[src/rtl/pipeline_pkg.sv]
// rtl/pipeline_pkg.sv - shared pipeline widths, constants and fetch-queue entry type
package pipeline_pkg;

  localparam int unsigned XLEN      = 32;
  localparam logic [31:0] NOP_INSTR = 32'h0000_0013;

  // Forwarding mux selects used by the execute stage.
  localparam logic [1:0] FWD_NONE   = 2'b00;
  localparam logic [1:0] FWD_MEM_WB = 2'b01;
  localparam logic [1:0] FWD_EX_MEM = 2'b10;

  typedef struct packed {
    logic [XLEN-1:0] pc;
    logic [31:0]     instr;
    logic            filled;
  } fetch_entry_t;

endpackage

[src/rtl/fetch_buffer.sv]
// rtl/fetch_buffer.sv - in-order fetch queue with separate alloc, fill and pop pointers
module fetch_buffer import pipeline_pkg::*; #(
  parameter  int unsigned DEPTH = 2,
  localparam int unsigned AW    = $clog2(DEPTH)
) (
  input  logic              clk,
  input  logic              rst_n,
  input  logic              clear,
  input  logic              alloc,
  input  logic [XLEN-1:0]   alloc_pc,
  input  logic              fill,
  input  logic [31:0]       fill_instr,
  input  logic              pop,
  output logic [AW:0]       count,
  output logic [AW:0]       unfilled,
  output fetch_entry_t      head,
  output logic              head_ready
);

  fetch_entry_t entries [DEPTH];
  logic [AW:0]  wr_ptr;
  logic [AW:0]  fill_ptr;
  logic [AW:0]  rd_ptr;
  logic         do_alloc;
  logic         do_fill;
  logic         do_pop;

  assign do_alloc   = alloc && !clear;
  assign do_fill    = fill  && !clear;
  assign do_pop     = pop   && !clear;
  assign count      = wr_ptr - rd_ptr;
  assign unfilled   = wr_ptr - fill_ptr;
  assign head       = entries[rd_ptr[AW-1:0]];
  assign head_ready = (count != '0) && head.filled;

  // Pointer update; clear abandons every entry, including ones still awaiting a response.
  always_ff @(posedge clk or negedge rst_n) begin
    if (!rst_n) begin
      wr_ptr   <= '0;
      fill_ptr <= '0;
      rd_ptr   <= '0;
    end else if (clear) begin
      wr_ptr   <= '0;
      fill_ptr <= '0;
      rd_ptr   <= '0;
    end else begin
      if (do_alloc) wr_ptr   <= wr_ptr + 1'b1;
      if (do_fill)  fill_ptr <= fill_ptr + 1'b1;
      if (do_pop)   rd_ptr   <= rd_ptr + 1'b1;
    end
  end

  // Entry payload; no reset needed because an entry is only read after alloc has written it.
  always_ff @(posedge clk) begin
    if (do_alloc) begin
      entries[wr_ptr[AW-1:0]] <= '{pc: alloc_pc, instr: NOP_INSTR, filled: 1'b0};
    end
    if (do_fill) begin
      entries[fill_ptr[AW-1:0]].instr  <= fill_instr;
      entries[fill_ptr[AW-1:0]].filled <= 1'b1;
    end
  end

endmodule

[src/rtl/fetch_stage.sv]
// rtl/fetch_stage.sv - IF stage and IF/ID register; FETCH_PERF_EN adds stall/flush/bubble counters
module fetch_stage #(
  parameter int unsigned     XLEN      = pipeline_pkg::XLEN,
  parameter logic [XLEN-1:0] RESET_PC  = '0,
  parameter int unsigned     BUF_DEPTH = 2,
  parameter logic [31:0]     NOP_INSTR = pipeline_pkg::NOP_INSTR
) (
  input  logic            clk,
  input  logic            rst_n,
  input  logic            Stall_in,
  input  logic            Flush_in,
  input  logic [XLEN-1:0] Redirect_pc_in,
  output logic            imem_req_valid,
  output logic [XLEN-1:0] imem_req_addr,
  input  logic            imem_req_ready,
  input  logic            imem_rsp_valid,
  input  logic [31:0]     imem_rsp_data,
  output logic            IF_ID_valid,
  output logic [XLEN-1:0] IF_ID_pc,
  output logic [31:0]     IF_ID_instr
`ifdef FETCH_PERF_EN
  ,
  output logic [31:0]     perf_stall_cnt,
  output logic [31:0]     perf_flush_cnt,
  output logic [31:0]     perf_bubble_cnt
`endif
);

  localparam int unsigned AW = $clog2(BUF_DEPTH);
  localparam int unsigned DW = AW + 3;

  logic [XLEN-1:0]            pc;
  logic [DW-1:0]              drop_cnt;
  logic [DW-1:0]              pending;
  logic [AW:0]                count;
  logic [AW:0]                unfilled;
  pipeline_pkg::fetch_entry_t head;
  logic                       head_ready;
  logic                       accept;
  logic                       fill;
  logic                       pop;

  assign imem_req_valid = rst_n && !Flush_in && (32'(count) < BUF_DEPTH);
  assign imem_req_addr  = pc;
  assign accept         = imem_req_valid && imem_req_ready;
  // Responses still owed to us: stale ones from earlier flushes plus live unfilled entries.
  assign pending        = drop_cnt + DW'(unfilled);
  assign fill           = imem_rsp_valid && !Flush_in && (drop_cnt == '0) && (unfilled != '0);
  assign pop            = !Flush_in && !Stall_in && head_ready;

  fetch_buffer #(.DEPTH(BUF_DEPTH)) u_buf (
    .clk        (clk),
    .rst_n      (rst_n),
    .clear      (Flush_in),
    .alloc      (accept),
    .alloc_pc   (pc),
    .fill       (fill),
    .fill_instr (imem_rsp_data),
    .pop        (pop),
    .count      (count),
    .unfilled   (unfilled),
    .head       (head),
    .head_ready (head_ready)
  );

  // PC: redirect on flush, otherwise advance by one instruction per accepted request.
  always_ff @(posedge clk or negedge rst_n) begin
    if (!rst_n)        pc <= RESET_PC;
    else if (Flush_in) pc <= Redirect_pc_in;
    else if (accept)   pc <= pc + XLEN'(4);
  end

  // Stale-response counter; a repeated flush keeps what was still owed from the previous one.
  always_ff @(posedge clk or negedge rst_n) begin
    if (!rst_n) begin
      drop_cnt <= '0;
    end else if (Flush_in) begin
      drop_cnt <= (imem_rsp_valid && (pending != '0)) ? pending - DW'(1) : pending;
    end else if (imem_rsp_valid && (drop_cnt != '0)) begin
      drop_cnt <= drop_cnt - 1'b1;
    end
  end

  // IF/ID register: flush beats stall, stall holds, otherwise load the head or insert a bubble.
  always_ff @(posedge clk or negedge rst_n) begin
    if (!rst_n) begin
      IF_ID_valid <= 1'b0;
      IF_ID_pc    <= '0;
      IF_ID_instr <= NOP_INSTR;
    end else if (Flush_in) begin
      IF_ID_valid <= 1'b0;
      IF_ID_instr <= NOP_INSTR;
    end else if (Stall_in) begin
      IF_ID_valid <= IF_ID_valid;
    end else if (head_ready) begin
      IF_ID_valid <= 1'b1;
      IF_ID_pc    <= head.pc;
      IF_ID_instr <= head.instr;
    end else begin
      IF_ID_valid <= 1'b0;
      IF_ID_instr <= NOP_INSTR;
    end
  end

`ifdef FETCH_PERF_EN
  // Free-running event counters; they wrap silently.
  always_ff @(posedge clk or negedge rst_n) begin
    if (!rst_n) begin
      perf_stall_cnt  <= '0;
      perf_flush_cnt  <= '0;
      perf_bubble_cnt <= '0;
    end else begin
      if (Stall_in) perf_stall_cnt <= perf_stall_cnt + 32'd1;
      if (Flush_in) perf_flush_cnt <= perf_flush_cnt + 32'd1;
      if (!Flush_in && !Stall_in && !head_ready) perf_bubble_cnt <= perf_bubble_cnt + 32'd1;
    end
  end
`endif

  // A response with nothing owed is ignored by the datapath and flagged here.
  assert property (@(posedge clk) disable iff (!rst_n) imem_rsp_valid |-> (pending != '0));

endmodule
[config.mk]
export PLATFORM = sky130hd
export DESIGN_NAME = fetch_stage
export DESIGN_NICKNAME = d
export VERILOG_FILES = /design/src/rtl/pipeline_pkg.sv /design/src/rtl/fetch_buffer.sv /design/src/rtl/fetch_stage.sv
export SDC_FILE = /design/constraint.sdc
export NUM_CORES = 1
export LEC_CHECK = 0
export BUFFER_PORTS_ARGS = -buffer_cell sky130_fd_sc_hd__clkbuf_2
export CORE_ASPECT_RATIO = 0.6
export CORE_MARGIN = 1.5
export CORE_UTILIZATION = 40
export DETAILED_ROUTE_END_ITERATION = 8
export SLEW_MARGIN = 40
export SYNTH_ARGS = -nofsm -noshare
export SYNTH_HDL_FRONTEND = slang
export SYNTH_SLANG_ARGS = --single-unit
[constraint.sdc]
create_clock -name clk -period 10.3 [get_ports clk]
set_input_delay 1.545 -clock clk [delete_from_list [all_inputs] [get_ports clk]]
set_output_delay 1.545 -clock clk [all_outputs]
set_load 0.005 [all_outputs]
# Yosys cells after proc, flatten, opt, wreduce, memory -nomap -nowiden
# Memories as Yosys holds them, arrays and structs flattened.
# Cells that the tools add are included.
# classes
add_sub_neg,9
order_cmp,1
eq_ne,1
mux,21
bitwise_logic,2
n_reduce_logical,27
# op_table
cell,n
$mux W32,5
$add A32 B3 Y32 const B,1
$logic_and A1 B1 Y1,14
$reduce_bool A2 Y1,7
$mux W2,6
$mux W4,3
$reduce_bool A4 Y1,2
$sub A4 B1 Y4 const B,2
$mux W1,7
$add A2 B1 Y2 const B,3
$add A4 B2 Y4,1
$logic_not A4 Y1,1
$sub A2 B2 Y2,2
$reduce_and A3 Y1,1
$logic_not A1 Y1,2
$lt A2 B2 Y1 const B,1
$ne A2 B1 Y1 const B,1
$not A1 Y1,2
# word_totals
register_bits,107
ramBits,130
inputBits,70
out_inout_bits,98
elab_cells,70
mem_count,1
# memory_table
name,depth,width,rd,rd_clocked_by_memory_dff,write_ports,line,source
u_buf.entries,2,65,1,0,2,fetch_buffer.sv:20,fetch_entry_t entries [DEPTH];

# Longest topological paths before layout
# Gate-level depths: netlist (run 1).
# depth
depth_word,7
depth_mapped,12
mapped_depth_nobuf,12

# By module
# From an unflattened synthesis (run 1), not the netlist that was laid out.
# unflattened
hier_cells,796
hier_area_um2,10401.2
# modules_own_cells
mod,instances,cells_each,area_per_inst_um2,seq_area_each_um2
fetch_buffer,1,317,5625.4,4033.9
fetch_stage,1,479,4775.8,2531.2

# Least setup slack after synthesis (run 1)
# Ideal clock, no wire load.
# synth_timing
path_type,input to register
from,input port Flush_in
to,"memory u_buf.entries[0][10] (netlist name), enable pin"
setup_time_ns,0.375
arrival_time_ns,4.244
required_time_ns,9.925
path_slack_ns,5.681
path_stages,6
n_path_buf,2
cell_sequence,buf_1 inv_1 nand4_1 buf_2 nor2_1 or2_2
# synth_lines
element,line,source
start: declaration,fetch_stage.sv:11,"input logic Flush_in,"
end: declaration,fetch_buffer.sv:20,

# Worst setup path in the final report (run 1)
# layout_timing
from,input port Flush_in
to,output port imem_req_valid
# layout_via
elab_chain_len,3
# layout_rtl
element,line,source
$logic_not A1 Y1,fetch_stage.sv:43,assign imem_req_valid = rst_n && !Flush_in && (32'(count) < BUF_DEPTH);
$logic_and A1 B1 Y1 (2 in series),fetch_stage.sv:43,
end: declaration,fetch_stage.sv:13,"output logic imem_req_valid,"
# No other way between the ends.

==> results by group, run 1 <==
Critical path
  – Crit-path max FO: 56
  – WP data arrival: 3100 ps
  – Data required, critical path: 8760 ps
  – Worst path bufs/invs: 4
  – CP max stage cell: buf_4
  – Crit-path max cell delay: 520 ps
  – Critical-path cell list: clkbuf_2, buf_4, inv_1, and3_1, clkbuf_2
  – Cell mode on critical path: clkbuf_2
  – CP Capture Type: output pin
  – Critical path's top delay family: buffers and inverters
  – Crit Path Class: input pin to output pin
  – Startpoint types: input pin

Place
  – Placed cells: 1,237
  – Port bufs: 167
  – Gpl congestion: 0.814
  – Dpl hpwl: 16.1 mm

Routing
  – Post-route antenna net violation count: 0
  – Iter 0 DRT Violations: 468
  – Routed WL: 23.9 mm
  – Via density: 5.21
  – Wire length per cell: 18.6 µm
  – Via Count: 6,682
  – Number of detailed-routing iterations run before antenna repair: 7
  – DR DRC count: 24

Finish
  – Register area: 0.00657 mm²
  – Final nets: 1,021
  – Share of cells above drive strength 1: 25.1%
  – Final Core Density: 49.3%
  – Area Growth Syn to Fin: 20.1%
  – Fillers: 2,176
  – Area of the multi-input gates: 0.00319 mm²
  – Finished Layout Cells: 1,283

Synth
  – Post-synth EDFFs: 128
  – Flops & latches, synth: 237
  – Yosys top cell area share: 38.4%
  – Area of the mapped netlist: 0.0100 mm²
  – Syn nets: 864
  – Seq/Total Area, Yosys: 65.6%
  – Synth area leaders: edfxtp_1 (38%), dfrtp_1 (26%), mux2i_1 (6.9%)
  – Count of cell types in the netlist: 54
  – Warnings, synthesis: 0
  – Async S/R FF share, synth: 45.1%
  – Synth Flop Type: edfxtp_1
  – Largest area contributor in the netlist: edfxtp_1
  – Post-Synthesis Cells: 785
  – Mean Syn Cell Area: 12.7 µm²

Clock network
  – Root buffer cell: clkbuf_16
  – CTS tree: yes
  – Clock Path Buffers: 3
  – Worst-Skew Late Latency: 510 ps
  – Clock transition at the registers of the reported paths: 60 ps
  – PostCTS Resize Cnt: 0
  – Cts hold-fix bufs: 0
  – Clock Sink Count: 237
  – Htree depth: 1
  – CTS buffer count: 24
  – Post-CTS Setup Bufs: 0

Global route
  – First-pass GRT wire length: 37.7 mm
  – Overflow after GRT: 0
  – Largest net degree at the start of global routing: 57
  – Vias in the first global route: 6,525
  – Initial antenna violation count: 2
  – GRT Total Usage: 18.5%

Timing
  – RSZ-0062 raised after global routing: false
  – Final Critical Period: 4640 ps
  – Total negative setup slack: 0 ps
  – Max-slew violations: 0
  – Max_slew headroom: 46.4%
  – Final setup vio count: 0
  – Fin Clk Skew: 8.78 ps
  – FMAX: 215 MHz
  – Final worst path period share: 45.1%
  – Least-Margin Pin Slew: 805 ps
  – Final Hold Vio Count: 0

Floorplanning
  – IO Count: 168
  – Core area: 0.0244 mm²
  – Row cnt: 44
  – Die ar.: 0.0260 mm²
  – Die Wd: 207 µm
  – Starting Density: 41.0%
  – Height of the chip: 126 µm

Min path
  – Min-Delay Path Class: register to register

Status
  – Run status: complete, but fails checks
  – Failing checks: DRC

Power and ir drop
  – Leak Pwr: 4.91 nW
  – Peak VDD IR: 84.6 µV
  – Power, Total: 2.43 mW
  – PD cells: 203 mW/mm²

Run
  – Max Cap Viol: 0
==> metrics by stage <==
| step | hold slack (ps) | cell area [µm²] | setup WS, ps |
|---|---|---|---|
| CTS | 482 | 12000 | 5630 |
| finish | 477 | 12000 | 5660 |
| global placement | 450 | 11100 | 5460 |
| global route | 496 | 12000 | 5500 |
| detailed placement | 460 | 11100 | 5440 |
| floorplan | 426 | 10000 | 5680 |
==> synth_stat cells (16+ instances only) <==
| master | instances |
|---|---|
| a21oi_1 | 41 |
| and2_1 | 31 |
| and3_1 | 34 |
| clkbuf_1 | 23 |
| dfrtp_1 | 104 |
| edfxtp_1 | 128 |
| mux2i_1 | 69 |
| nand2_1 | 78 |
| nand3_1 | 17 |
| nor2_1 | 56 |
| o211ai_1 | 16 |
| o21ai_0 | 44 |
==> cells in the final DEF (no fill, tap or decap), types with 3 or more instances in the layout <==
cell type | Yosys | layout
mux2i_1 | 69 | 69
nor4_1 | 4 | 3
a21o_1 | 10 | 10
xnor2_1 | 6 | 6
clkinv_2 | 0 | 3
nand2_1 | 78 | 77
ha_1 | 8 | 8
clkbuf_16 | 0 | 26
buf_4 | 4 | 11
a21oi_1 | 41 | 41
inv_6 | 0 | 3
nand4_1 | 15 | 15
inv_1 | 13 | 13
o21ai_0 | 44 | 44
o211ai_1 | 16 | 16
or4_1 | 3 | 3
clkbuf_1 | 23 | 5
bufinv_16 | 0 | 4
edfxtp_1 | 128 | 128
nor3_1 | 4 | 3
a31o_2 | 3 | 3
xor2_1 | 5 | 5
and2_1 | 31 | 31
dfstp_2 | 3 | 3
and3_1 | 34 | 34
nand3_1 | 17 | 17
o311ai_0 | 7 | 7
dfrtp_1 | 104 | 102
and4_1 | 3 | 3
clkbuf_2 | 0 | 166
nor2_1 | 56 | 54
==> per-layer routing <==
metal	vias up	routed length (µm)	global-route usage, %
li1	3191	-	-
met1	3281	12300	29.5
met2	171	9450	25.1
met3	37	1630	4.52
met4	2	439	3.94
met5	-	13	0
==> registers in the layout (all words and copies together) (netlist names) <==
register,cells
IF_ID_instr,32
IF_ID_pc,32
IF_ID_valid,1
drop_cnt,4
imem_req_addr,32
u_buf.entries,130
u_buf.fill_ptr,2
u_buf.rd_ptr,2
u_buf.wr_ptr,2
==> report_power, final <==
group,internal (mW),switching [mW],total [mW]
clock,0.564,0.362,0.926
combinational,0.149,0.171,0.320
sequential,1.10,0.0841,1.19
==> worst min-delay path, cell delays in order, from the launching register on <==
cell     delay, ps
dfrtp_1        340
nand2_1         40
o21ai_0         60
==> cell families after synthesis <==
| group | Yosys count | synth area share, % |
|---|---|---|
| simple gates | 256 | 12.8 |
| flops | 237 | 65.6 |
| compound gates | 138 | 8.94 |
| mux | 71 | 7.13 |
| buf+inv | 61 | 2.90 |
| xor+xnor | 13 | 1.41 |
| fa+ha+maj | 9 | 1.20 |
==> final cells by class <==
class                   count  area share, %
clock buffers              32           5.59
inverters                  13          0.406
multi-input cells         487           26.5
diodes                      1         0.0208
repair buffers            179           7.90
flip-flops and latches    237           54.7
well taps                 322           3.35
clock inverters            12           1.49
==> worst paths after layout <==
kind | slack (ps) | startpoint | cells past startpoint | to
max | 5660 | Flush_in | 5 | imem_req_valid
min | 480 | IF_ID_instr[3] | 2 | IF_ID_instr[3]
max reg2reg | 6750 | u_buf.fill_ptr[0] | 6 | u_buf.entries[0][17]
min reg2reg | 480 | IF_ID_instr[3] | 2 | IF_ID_instr[3]
max in group asynchronous | 8350 | rst_n | 2 | u_buf.rd_ptr[0]
min in group asynchronous | 990 | rst_n | 1 | IF_ID_pc[10]
Note: power is estimated with default switching activity, not from simulation.
==> run 2: changes to the inputs <==
Clock period 10.3 ns to 4.75 ns, I/O delays scaled along.
==> results by group, run 2 (synthesized netlist as in run 1, its figures left out) <==
Timing
  – Final Critical Period: 3310 ps
  – FMAX: 302 MHz
  – Total negative setup slack: 0 ps (unchanged)
  – Max_slew headroom: 47.5% (was 46.4%)
  – Final Hold Vio Count: 0 (unchanged)
  – RSZ-0062 raised after global routing: false (unchanged)
  – Final setup vio count: 0 (unchanged)
  – Least-Margin Pin Slew: 788 ps (was 805 ps)
  – Final worst path period share: 69.6%
  – Max-slew violations: 0 (unchanged)
  – Fin Clk Skew: 14.6 ps (was 8.78 ps)

Clock network
  – CTS buffer count: 23 (was 24)
  – Htree depth: 1 (unchanged)
  – Clock Path Buffers: 3 (unchanged)
  – Root buffer cell: clkbuf_16 (unchanged)
  – Worst-Skew Late Latency: 510 ps (about the same)
  – Clock Sink Count: 237 (unchanged)
  – Clock transition at the registers of the reported paths: 70 ps (was 60 ps)
  – Post-CTS Setup Bufs: 0 (unchanged)
  – CTS tree: yes (unchanged)
  – PostCTS Resize Cnt: 0 (unchanged)
  – Cts hold-fix bufs: 0 (unchanged)

Status
  – Failing checks: DRC (unchanged)
  – Run status: complete, but fails checks (unchanged)

Global route
  – First-pass GRT wire length: 38.4 mm (was 37.7 mm)
  – GRT Total Usage: 18.9% (was 18.5%)
  – Initial antenna violation count: 1 (was 2)
  – Vias in the first global route: 6,426 (was 6,525)
  – Overflow after GRT: 0 (unchanged)
  – Largest net degree at the start of global routing: 69 (was 57)

Place
  – Placed cells: 1,239 (was 1,237)
  – Dpl hpwl: 16.0 mm (was 16.1 mm)
  – Gpl congestion: 0.744 (was 0.814)
  – Port bufs: 167 (unchanged)

Critical path
  – WP data arrival: 3720 ps (was 3100 ps)
  – Worst R2R Setup Slack: 1440 ps (was 6750 ps)
  – Data required, critical path: 5160 ps (was 8760 ps)
  – Crit-path max cell delay: 610 ps (was 520 ps)
  – CP max stage cell: a2111oi_2 (was buf_4)
  – Crit Path Class: register to register (was input pin to output pin)
  – Crit-path max FO: 6 (was 56)
  – Startpoint types: register (was input pin)
  – CP Capture Type: register (was output pin)
  – Critical-path cell list: inv_1, ha_1, inv_1, ha_1, inv_1, fa_1, ha_1, nor4bb_1, a2111oi_2, nor2_1, a311oi_1 (was clkbuf_2, buf_4, inv_1, and3_1, clkbuf_2)

Min path
  – Min-Delay Path Class: input pin to async pin (was register to register)

Floorplanning
  – Die Wd: 207 µm (unchanged)
  – Die ar.: 0.0260 mm² (unchanged)
  – Core area: 0.0244 mm² (unchanged)
  – IO Count: 168 (unchanged)
  – Starting Density: 41.0% (unchanged)
  – Height of the chip: 126 µm (unchanged)
  – Row cnt: 44 (unchanged)

Finish
  – Antenna diodes: 0 (was 1)
  – Max reg flops: 130 (unchanged)
  – Share of cells above drive strength 1: 24.8% (was 25.1%)
  – Commonest non-fill, non-tap cell in the layout: clkbuf_2 (unchanged)
  – Area Growth Syn to Fin: 19.0% (was 20.1%)
  – Area of the multi-input gates: 0.00319 mm² (about the same)
  – Most frequent cells in the layout: clkbuf_2 (166), edfxtp_1 (128), dfrtp_1 (103) (was clkbuf_2 (166), edfxtp_1 (128), dfrtp_1 (102))
  – Final nets: 1,023 (was 1,021)
  – Finished Layout Cells: 1,283 (unchanged)
  – Fillers: 2,234 (was 2,176)
  – Register area: 0.00657 mm² (about the same)

Routing
  – Post-route antenna net violation count: 0 (unchanged)
  – DR DRC count: 12 (was 24)
  – Routed WL: 24.3 mm (was 23.9 mm)
  – Wire length per cell: 18.9 µm (was 18.6 µm)
  – Iter 0 DRT Violations: 549 (was 468)
  – Number of detailed-routing iterations run before antenna repair: 8 (was 7)
  – Via density: 5.20 (was 5.21)
  – Via Count: 6,671 (was 6,682)

Run
  – Max Cap Viol: 0 (unchanged)

Power and ir drop
  – Leak Pwr: 4.86 nW (was 4.91 nW)
  – Peak VDD IR: 198 µV (was 84.6 µV)
  – PD cells: 421 mW/mm² (was 203 mW/mm²)
[run 2: area by class of cell]
type	count	share of cell area, %
multi-input cells	487	26.8
flip-flops and latches	237	55.2
repair buffers	182	8.27
clock inverters	11	0.494
inverters	13	0.410
clock buffers	31	5.51
well taps	322	3.38
[run 2: critical path: cells and delay by family, from the launching register on]
kind                       cells  cell delay, ps
adders and majority gates      4            1310
AOI/OAI and AO/OA              2             860
DFF                            1             490
and+or+nand+nor                2             300
buffers and inverters          3             230
[run 2: final timing paths]
kind | cells after the start | endpoint | start
min in group clk | 3 | imem_req_addr[8] | Redirect_pc_in[8]
max | 11 | drop_cnt[1] | u_buf.wr_ptr[0]
max in group asynchronous | 4 | IF_ID_instr[4] | rst_n
max reg2reg | 11 | drop_cnt[1] | u_buf.wr_ptr[0]
min | 2 | IF_ID_pc[28] | rst_n
min reg2reg | 1 | u_buf.entries[1][0] | u_buf.entries[1][0]
[run 2: metrics by stage]
step	area (µm²)	total power [mW]	setup WS, ps	hold slack, ps	util, %
floorplan	10000	2.95	964	417	-
global placement	11100	3.30	1260	437	45.6
detailed placement	11100	3.32	1230	448	45.7
CTS	11900	5.07	1220	397	48.6
global route	11900	5.27	1250	356	48.8
finish	11900	5.01	1440	307	48.8
[run 2: power breakdown]
group,switching [mW],internal (mW)
combinational,0.379,0.324
clock,0.767,0.969
sequential,0.183,2.39
[run 2: routing by layer]
layer  vias to the layer above  GRT usage (%)  wire length [µm]
met3                        26           3.67              1600
met4                         2           2.68               290
met5                         -              0                17
li1                       3186              -                 -
met2                       183           26.3              9910
met1                      3274           30.8             12500
==> run 3: changes to the inputs <==
Settings changed: ABC_AREA from default to 1.
Clock period 4.75 ns to 3 ns, I/O delays scaled along.
==> results by group, run 3 <==
Synth
  – Area of the mapped netlist: 0.0107 mm² (was 0.0100 mm²)
  – Warnings, synthesis: 0 (unchanged)
  – Flops & latches, synth: 237 (unchanged)
  – Largest area contributor in the netlist: edfxtp_1 (unchanged)
  – Synth top cells by count: nand2_1 (317), edfxtp_1 (128), dfrtp_1 (104), inv_1 (90), nor2_1 (86) (was edfxtp_1 (128), dfrtp_1 (104), nand2_1 (78), mux2i_1 (69), nor2_1 (56))
  – Syn nets: 1,137 (was 864)
  – Xor/xnor share of the synthesized area: 1.95% (was 1.41%)
  – Adder-cell share of the synthesized area: 1.12% (was 1.20%)
  – Count of cell types in the netlist: 36 (was 54)
  – Most frequent cell after synthesis: nand2_1 (was edfxtp_1)
  – Post-Synth Simple-Gate Area: 20.7% (was 12.8%)
  – Async S/R FF share, synth: 45.1% (unchanged)
  – Synth Flop Type: edfxtp_1 (unchanged)
  – Yosys top cell area share: 35.9% (was 38.4%)
  – Synth area leaders: edfxtp_1 (36%), dfrtp_1 (24%), nand2_1 (11%) (was edfxtp_1 (38%), dfrtp_1 (26%), mux2i_1 (6.9%))
  – Synth Area in Compound Gates: 3.84% (was 8.94%)
  – Mux cell area share after synthesis: 5.23% (was 7.13%)
  – Seq/Total Area, Yosys: 61.3% (was 65.6%)
  – Post-synth EDFFs: 128 (unchanged)
  – Largest family of logic cells by synthesized area: simple AND/OR/NAND/NOR gates (unchanged)
  – Mean Syn Cell Area: 10.1 µm² (was 12.7 µm²)
  – Post-Synthesis Cells: 1,058 (was 785)

Routing
  – Iter 0 DRT Violations: 662 (was 549)
  – Via Count: 7,732 (was 6,671)
  – Via density: 4.84 (was 5.20)
  – Routed WL: 26.8 mm (was 24.3 mm)
  – Post-route antenna net violation count: 0 (unchanged)
  – Number of detailed-routing iterations run before antenna repair: 4 (was 8)
  – DR DRC count: 0 (was 12)
  – Wire length per cell: 16.8 µm (was 18.9 µm)

Clock network
  – PostCTS Resize Cnt: 0 (unchanged)
  – Clock transition at the registers of the reported paths: 70 ps (about the same)
  – CTS buffer count: 24 (was 23)
  – Clock Sink Count: 237 (unchanged)
  – Post-CTS Setup Bufs: 0 (unchanged)
  – Htree depth: 1 (unchanged)
  – Clock Path Buffers: 3 (unchanged)
  – Worst-Skew Late Latency: 530 ps (was 510 ps)
  – Cts hold-fix bufs: 0 (unchanged)
  – CTS tree: yes (unchanged)
  – Root buffer cell: clkbuf_16 (unchanged)

Power and ir drop
  – Sequential Power Share: 49.6% (was 51.4%)
  – Internal: 5.94 mW (was 3.69 mW)
  – Clk pwr share: 35.4% (was 34.6%)
  – Peak VDD IR: 378 µV (was 198 µV)
  – P_sw: 2.31 mW (was 1.33 mW)
  – Sw frac: 28.0% (was 26.5%)
  – PD cells: 652 mW/mm² (was 421 mW/mm²)
  – Power, Total: 8.25 mW (was 5.01 mW)
  – Leak Pwr: 5.75 nW (was 4.86 nW)
  – Logic pwr share: 15.1% (was 14.0%)

Place
  – Dpl hpwl: 17.8 mm (was 16.0 mm)
  – Worst slack at placement: 310 ps (was 1230 ps)
  – Gpl congestion: 0.890 (was 0.744)
  – Port bufs: 167 (unchanged)

Finish
  – Share of cells above drive strength 1: 20.8% (was 24.8%)
  – Most frequent cells in the layout: nand2_1 (317), clkbuf_2 (166), edfxtp_1 (128) (was clkbuf_2 (166), edfxtp_1 (128), dfrtp_1 (103))
  – Final nets: 1,299 (was 1,023)
  – Commonest non-fill, non-tap cell in the layout: nand2_1 (was clkbuf_2)
  – Fillers: 2,551 (was 2,234)
  – Area Growth Syn to Fin: 18.1% (was 19.0%)
  – Max reg flops: 130 (unchanged)

Timing
  – RSZ-0062 raised after global routing: false (unchanged)
  – FMAX: 367 MHz (was 302 MHz)
  – Final Critical Period: 2720 ps (was 3310 ps)
  – Final Hold Vio Count: 0 (unchanged)
  – Least-Margin Pin Slew: 721 ps (was 788 ps)
  – Worst setup margin: 277 ps (was 1440 ps)
  – Fin Clk Skew: 17.9 ps (was 14.6 ps)
  – Final setup vio count: 0 (unchanged)
  – Final worst path period share: 90.8% (was 69.6%)
  – Max_slew headroom: 52.0% (was 47.5%)
  – Max-slew violations: 0 (unchanged)

Critical path
  – Data required, critical path: 3450 ps (was 5160 ps)
  – WP data arrival: 3170 ps (was 3720 ps)
  – CP Capture Type: register (unchanged)
  – Startpoint types: register (unchanged)
  – Crit Path Class: register to register (unchanged)
  – Critical Path Start: u_buf.fill_ptr[0] (was u_buf.wr_ptr[0])
  – RR Startpoint: u_buf.fill_ptr[0] (was u_buf.wr_ptr[0])
  – Crit-path max FO: 5 (was 6)

Floorplanning
  – Row cnt: 46 (was 44)
  – IO Count: 168 (unchanged)
  – Height of the chip: 130 µm (was 126 µm)
  – Die Wd: 214 µm (was 207 µm)
  – Die ar.: 0.0278 mm² (was 0.0260 mm²)
  – Core area: 0.0264 mm² (was 0.0244 mm²)
  – Starting Density: 40.7% (was 41.0%)

Global route
  – Overflow after GRT: 0 (unchanged)
  – First-pass GRT wire length: 41.9 mm (was 38.4 mm)
  – Largest net degree at the start of global routing: 108 (was 69)
  – Vias in the first global route: 7,326 (was 6,426)
  – GRT Total Usage: 19.4% (was 18.9%)
  – Initial antenna violation count: 1 (unchanged)

Status
  – Run status: complete, no violations (was complete, but fails checks)

Run
  – Max Cap Viol: 0 (unchanged)

Min path
  – Min-Delay Path Class: input pin to async pin (unchanged)
[run 3: through the flow]
stage               util [%]  std cells  hold slack, ps  cell area, µm²  TNS (ps)
finish                  48.0       1599            26.5           12700         0
global route            48.0       1599             112           12700         0
CTS                     48.0       1598             101           12600         0
detailed placement      45.1       1554             455           11900         0
global placement        45.1       1554             458           11900         0
floorplan                  -       1058             154           10700     -1040
[run 3: final timing paths]
path                                        to  slack [ps]  cells past startpoint
setup / recovery                   drop_cnt[1]         280                     12
hold / removal                 IF_ID_instr[21]          30                      2
setup reg to reg                   drop_cnt[1]         280                     12
hold reg to reg            u_buf.entries[1][0]         460                      2
max in group asynchronous      u_buf.rd_ptr[0]        2320                      2
min in group clk             imem_req_addr[17]         140                      3
[run 3: kinds of logic after synthesis]
family | Yosys count
AOI/OAI and AO/OA | 74
xor gates and xnor gates | 23
muxes | 56
buffers and inverters | 137
adders and majority gates | 9
DFF | 237
and+or+nand+nor | 522
[run 3: cell type report]
| cell class | count | area [µm²] | area share, % |
|---|---|---|---|
| Multi-Input combinational cell | 684 | 3550 | 28.1 |
| Timing Repair Buffer | 179 | 970 | 7.66 |
| Inverter | 94 | 353 | 2.79 |
| Clock buffer | 30 | 654 | 5.17 |
| Clock inverter | 14 | 103 | 0.811 |
| Sequential cell | 237 | 6570 | 51.9 |
| Tap cell | 360 | 450 | 3.56 |
| Antenna cell | 1 | 2.50 | 0.0198 |
[run 3: power by group through the flow]
stage	combinational [mW]	clock [mW]	sequential, mW
global placement	1.25	0	4.14
global route	1.42	3.12	4.14
CTS	1.26	2.99	4.09
floorplan	0.716	0	4.07
finish	1.24	2.92	4.09
detailed placement	1.25	0	4.15
[run 3: per-layer routing]
| metal | vias up | track usage (%) | wire [µm] |
|---|---|---|---|
| met2 | 208 | 27.1 | 10800 |
| li1 | 3808 | - | - |
| met5 | - | 0 | 0 |
| met1 | 3690 | 30.9 | 14100 |
| met3 | 26 | 4.03 | 1570 |
| met4 | 0 | 3.52 | 331 |
[run 3: worst max-delay path, stage by stage, from the launching register on]
cell and delay, ps:
dfrtp_1 460, ha_1 240, xor2_1 220, xor2_2 250
fa_1 510, ha_1 260, nand3_1 110, inv_1 40
nand3_1 150, nand2_1 120, nand2_1 80, nand3_1 60
a21oi_1 140
